$ cat config.mk
export PLATFORM = sky130hd
export DESIGN_NAME = des_key_scheduler
export DESIGN_NICKNAME = d
export VERILOG_FILES = /design/src/rtl/des_key_scheduler.sv
export SDC_FILE = /design/constraint.sdc
export NUM_CORES = 1
export LEC_CHECK = 0
export CAP_MARGIN = 10
export CORE_MARGIN = 8
export CORE_UTILIZATION = 50
export DETAILED_ROUTE_END_ITERATION = 12
export PLACE_DENSITY = 0.84
export SLEW_MARGIN = 20
export SYNTH_ARGS = -nofsm -noshare
export SYNTH_HDL_FRONTEND = slang
export SYNTH_SLANG_ARGS = --single-unit
$ cat constraint.sdc
create_clock -name clk -period 5.97 [get_ports clk]
set_input_delay 1.194 -clock clk [delete_from_list [all_inputs] [get_ports clk]]
set_output_delay 1.194 -clock clk [all_outputs]
set_load 0.05 [all_outputs]
$ cat src/rtl/des_key_scheduler.sv
// DES key schedule: holds the C/D halves and rotates them per round, offering one
// 48-bit subkey at a time over a valid/ready handshake in encrypt or decrypt order.
module des_key_scheduler (
    input  logic        clk,
    input  logic        rst_n,
    input  logic        start,
    input  logic        decrypt,
    input  logic [63:0] key_in,
    input  logic        subkey_ready,
    output logic        subkey_valid,
    output logic [47:0] subkey,
    output logic [3:0]  round,
    output logic        busy,
    output logic        done
);

    // FIPS bit n of a vector maps to index (width - n).
    localparam int Pc1 [56] = '{
        57, 49, 41, 33, 25, 17,  9,  1, 58, 50, 42, 34, 26, 18,
        10,  2, 59, 51, 43, 35, 27, 19, 11,  3, 60, 52, 44, 36,
        63, 55, 47, 39, 31, 23, 15,  7, 62, 54, 46, 38, 30, 22,
        14,  6, 61, 53, 45, 37, 29, 21, 13,  5, 28, 20, 12,  4
    };

    localparam int Pc2 [48] = '{
        14, 17, 11, 24,  1,  5,  3, 28, 15,  6, 21, 10,
        23, 19, 12,  4, 26,  8, 16,  7, 27, 20, 13,  2,
        41, 52, 31, 37, 47, 55, 30, 40, 51, 45, 33, 48,
        44, 49, 39, 56, 34, 53, 46, 42, 50, 36, 29, 32
    };

    typedef enum logic {StIdle, StRun} state_e;

    state_e      state_q, state_d;
    logic [27:0] c_q, c_d, dh_q, dh_d;
    logic [3:0]  round_q, round_d;
    logic        dec_q, dec_d;
    logic        done_q, done_d;
    logic [55:0] loaded;
    logic [3:0]  next_round;
    logic        single;

    function automatic logic [55:0] pc1(input logic [63:0] k);
        logic [55:0] r;
        r = '0;
        for (int i = 0; i < 56; i++) begin
            r[6'(55 - i)] = k[6'(64 - Pc1[i])];
        end
        return r;
    endfunction

    function automatic logic [47:0] pc2(input logic [55:0] cd);
        logic [47:0] r;
        r = '0;
        for (int j = 0; j < 48; j++) begin
            r[6'(47 - j)] = cd[6'(56 - Pc2[j])];
        end
        return r;
    endfunction

    function automatic logic [27:0] rot(input logic [27:0] x, input logic left,
                                        input logic one);
        logic [27:0] r;
        case ({left, one})
            2'b11:   r = {x[26:0], x[27]};
            2'b10:   r = {x[25:0], x[27:26]};
            2'b01:   r = {x[0], x[27:1]};
            default: r = {x[1:0], x[27:2]};
        endcase
        return r;
    endfunction

    assign loaded     = pc1(key_in);
    assign next_round = round_q + 4'd1;
    // Encrypt shift s(r+1) and the decrypt undo-shift are both single-step at rounds 1, 8, 15.
    assign single     = (next_round == 4'd1) || (next_round == 4'd8) || (next_round == 4'd15);

    always_comb begin
        state_d = state_q;
        c_d     = c_q;
        dh_d    = dh_q;
        round_d = round_q;
        dec_d   = dec_q;
        done_d  = 1'b0;
        case (state_q)
            StIdle: begin
                if (start) begin
                    dec_d   = decrypt;
                    round_d = 4'd0;
                    state_d = StRun;
                    if (decrypt) begin
                        c_d  = loaded[55:28];
                        dh_d = loaded[27:0];
                    end else begin
                        c_d  = rot(loaded[55:28], 1'b1, 1'b1);
                        dh_d = rot(loaded[27:0], 1'b1, 1'b1);
                    end
                end
            end
            StRun: begin
                if (subkey_ready) begin
                    if (round_q == 4'd15) begin
                        state_d = StIdle;
                        round_d = 4'd0;
                        done_d  = 1'b1;
                    end else begin
                        round_d = next_round;
                        c_d     = rot(c_q, !dec_q, single);
                        dh_d    = rot(dh_q, !dec_q, single);
                    end
                end
            end
            default: state_d = StIdle;
        endcase
    end

    always_ff @(posedge clk or negedge rst_n) begin
        if (!rst_n) begin
            state_q <= StIdle;
            c_q     <= '0;
            dh_q    <= '0;
            round_q <= '0;
            dec_q   <= 1'b0;
            done_q  <= 1'b0;
        end else begin
            state_q <= state_d;
            c_q     <= c_d;
            dh_q    <= dh_d;
            round_q <= round_d;
            dec_q   <= dec_d;
            done_q  <= done_d;
        end
    end

    assign subkey_valid = (state_q == StRun);
    assign busy         = (state_q == StRun);
    assign subkey       = pc2({c_q, dh_q});
    assign round        = round_q;
    assign done         = done_q;

endmodule

==> results_dict.tcl <==
set metrics [dict create \
    report.final.slew_viol_count 0 \
    post_route_met1_wirelength_um 4713 \
    synth_seq_area_share_pct 35.37 \
    crit-reg2reg-launch "round[1]$_DFFE_PN0P_" \
    first_global_vias 3902 \
    grt_antenna_before_repair 0 \
    synth_mux_area_share_pct 10.16 \
    hold_path_startpoint "c_q[26]$_DFFE_PN0P_" \
    worst_pin_slew_ns 1.016 \
    criticalPathCategory "reg2out" \
    total_iterations_of_the_first_detailed_routing_run 5 \
    hold_path_endpoint "c_q[26]$_DFFE_PN0P_" \
    tritoncts "yes" \
    p_leak_nw 2.119 \
    finalHoldViolCount 0 \
    cts_hold_buffers 0 \
    post_cts_resize_count 0 \
    synth_cells 513 \
    vdd_drop_max_v 0.0003016 \
    hold_path_depth 1 \
    worst_slew_margin_rel_pct 32.24 \
    synth_cell_type_count 41 \
    worst_path_dominant_cell_family "flip-flops" \
    rsz0062_at_grt "false" \
    placedCellCount 607 \
    drt_drc_violations_left 0 \
    placement_rows 34 \
    synth_top_family_by_area "compound AO/OA/AOI/OAI gates" \
    route.final.wire_length_um 11740 \
    finalWorstPathRequiredPeriod_ns 3.481 \
    slowest_delay_ns 0.97 \
    preCtsSetupSlack_ns 2.153 \
    fin_skew_ns 0.006555 \
    fin_crit_sh_pct 58.31 \
    io_pins 124 \
    cts_root_buf "sky130_fd_sc_hd__clkbuf_8" \
    slowest_stage "sky130_fd_sc_hd__dfrtp_1" \
    cp_cell_sequence "clkdlybuf4s50_1" \
    core_region_area_mm2 0.008678 \
    ant_nets 0 \
    max_clock_freq_mhz 287.3 \
    routed_wire_length_per_instance_um 18.84 \
    detail_route.iter0.violations 329 \
    gr-total-overflow 0 \
    syn_to_final_growth_pct 9.658 \
    synthArstFlopShare_pct 100.0 \
    status "complete, no violations" \
    cts_buffers 9 \
    floorplan.initialDensity_pct 51.36 \
    yosys.area_share.adder_pct 0.8422 \
    routed-wl-met3_um 875 \
    route.detailed.vias_per_inst 6.363 \
    totalPowerFinal_mw 2.647 \
    gp_routability_congestion 0.8793 \
    r2r_slack_ns 2.67 \
    synth_xor_xnor_area_share_pct 0.1965 \
    clock_latency_ns 0.34 \
    floorplan.die.height_um 110.4 \
    hold_path.class "reg2reg" \
    setup_viol 0 \
    fraction_of_layout_cells_with_a_size_suffix_above_1_pct 6.796 \
    timing.critical_path.required_ns 4.78 \
    most_common_flop_cell_mapped_by_yosys "sky130_fd_sc_hd__dfrtp_1" \
    r2r.worst_path.cells 7 \
    instances_no_fill 623 \
    crit_arrival_ns 2.29 \
    synth_largest_type_area_fraction_pct 35.37 \
    syn_avg_cell_area_um2 8.688 \
    die_width_um 110.4 \
    postCtsSetupRepairBufs 0 \
    htree_num_levels 3 \
    wl_met2_um 5846 \
    routed-via-count 3964 \
    clock-sinks 63 \
    topRoutingLayerUsed "met4" \
    synth_edf_count 0 \
    synth_compound_gate_area_share_pct 27.85 \
    critical_path_peak_fanout 27 \
    ys_top_cells_by_area "sky130_fd_sc_hd__dfrtp_1 35%, sky130_fd_sc_hd__a21oi_1 8.8%, sky130_fd_sc_hd__buf_4 8.4%" \
    dominant_cell_type_by_area_after_synthesis "sky130_fd_sc_hd__dfrtp_1" \
    cp-end-kind "primary output" \
    timing.critical_path.from_type "register" \
    dp_hpwl_um 7886 \
    port_buffers 53 \
    grt_start_max_net_pins 71 \
    flop_and_latch_count_out_of_synthesis 63 \
    grt.total_usage_pct 18.84 \
    power_per_cell_area_mw_per_mm2 541.7 \
    path_buf_inv 1 \
    basic_gate_share_of_the_synthesized_area_counting_and_or_nand_and_nor_cells_pct 12.52 \
    nFillCells 758 \
    clk_transition_reported_paths_ns 0.07 \
    synth.cell_area_mm2 0.004457 \
    cap_viol_max_count 0 \
    diodes 0 \
    totalNegativeSetupSlack_ns 0 \
    worstReg2RegEnd "c_q[23]$_DFFE_PN0P_" \
    net_count_of_the_finished_layout 583 \
    worst_slack_ns 2.489 \
    grt_first_pass_wirelength_um 19700 \
    yosys_warnings 0 \
    fp.dieArea_mm2 0.01219 \
    cts_buffer_depth 2 \
]
[area by class of cell]
class	instances	area [um2]	area share, %
multi-input cells	372	2402	49.16
flip-flops and latches	63	1577	32.26
repair buffers	62	604.3	12.37
clock buffers	14	152.6	3.123
well taps	108	135.1	2.765
inverters	3	11.26	0.2304
clock inverters	1	5.005	0.1024
[where the power goes]
part           switching [mW]  leakage (nW)  internal, mW  total (mW)
logic                   0.992          1.18         0.523        1.52
clock network           0.160        0.0805         0.160       0.320
registers               0.217         0.857         0.595       0.812
[registers in the layout, summed over array words and instances, names as in the netlist]
| name | count |
|---|---|
| done | 1 |
| dec_q | 1 |
| c_q | 28 |
| busy | 1 |
| dh_q | 28 |
| round | 4 |
[kinds of logic after synthesis]
| family | after synthesis |
|---|---|
| AOI/OAI and AO/OA | 188 |
| xor gates and xnor gates | 1 |
| adders and majority gates | 3 |
| buffers and inverters | 99 |
| DFF | 63 |
| muxes | 44 |
| other | 1 |
| and+or+nand+nor | 114 |
[layout by cell type (no fill, tap or decap), types with 5 or more instances in the layout]
master                             n
sky130_fd_sc_hd__nor2_1           11
sky130_fd_sc_hd__nor3_1           11
sky130_fd_sc_hd__conb_1           22
sky130_fd_sc_hd__and3_1           18
sky130_fd_sc_hd__a221o_1          14
sky130_fd_sc_hd__o21ai_0          35
sky130_fd_sc_hd__clkbuf_8         10
sky130_fd_sc_hd__a21boi_0          7
sky130_fd_sc_hd__clkdlybuf4s50_1  52
sky130_fd_sc_hd__o211ai_1          8
sky130_fd_sc_hd__o221ai_1         24
sky130_fd_sc_hd__buf_4             7
sky130_fd_sc_hd__nand2_1          37
sky130_fd_sc_hd__mux2i_1          34
sky130_fd_sc_hd__a21oi_1          78
sky130_fd_sc_hd__mux2_1            5
sky130_fd_sc_hd__mux2_2            5
sky130_fd_sc_hd__nand3_1          26
sky130_fd_sc_hd__dfrtp_1          63
[synth_stat cells, types with 3 or more instances]
cell and number:
sky130_fd_sc_hd__o221ai_1 24, sky130_fd_sc_hd__nor3_1 11, sky130_fd_sc_hd__or3_1 4, sky130_fd_sc_hd__ha_1 3
sky130_fd_sc_hd__buf_4 50, sky130_fd_sc_hd__clkbuf_1 34, sky130_fd_sc_hd__and3_1 18, sky130_fd_sc_hd__dfrtp_1 63
sky130_fd_sc_hd__a211o_1 4, sky130_fd_sc_hd__nor2_1 11, sky130_fd_sc_hd__a221o_1 14, sky130_fd_sc_hd__a21o_1 4
sky130_fd_sc_hd__o211ai_1 8, sky130_fd_sc_hd__o21ai_0 35, sky130_fd_sc_hd__mux2_2 5, sky130_fd_sc_hd__a21bo_2 4
sky130_fd_sc_hd__a21oi_1 78, sky130_fd_sc_hd__nand2_1 37, sky130_fd_sc_hd__mux2_1 5, sky130_fd_sc_hd__buf_2 9
sky130_fd_sc_hd__nand3_1 26, sky130_fd_sc_hd__mux2i_1 34, sky130_fd_sc_hd__a21boi_0 7, sky130_fd_sc_hd__inv_1 3
[metrics by stage]
stage	area (um2)	hold slack (ns)	util, %
after floorplan	4536	0.4746	-
after global placement	4703	0.4850	54.20
after detailed placement	4718	0.5005	54.37
after CTS	4876	0.5155	56.19
after global routing	4887	0.5553	56.31
final	4887	0.5226	56.31
[metal layers]
layer | global-route usage, % | up-vias
met3 | 4.383 | 26
met4 | 8.559 | 0
li1 | - | 1841
met5 | 0 | -
met2 | 30.88 | 200
met1 | 22.92 | 1897
[how the worst max path moves through the flow]
stage / start / to / depth (start not counted)
after detailed placement: subkey_ready / c_q[23]$_DFFE_PN0P_ / 5
after CTS: busy$_DFF_PN0_ / busy / 1
after floorplan: round[0]$_DFFE_PN0P_ / dh_q[3]$_DFFE_PN0P_ / 9
after global placement: subkey_ready / dh_q[0]$_DFFE_PN0P_ / 5
after global routing: subkey_ready / dh_q[18]$_DFFE_PN0P_ / 6
final: busy$_DFF_PN0_ / busy / 1
Note: power is estimated with default switching activity, not from simulation.
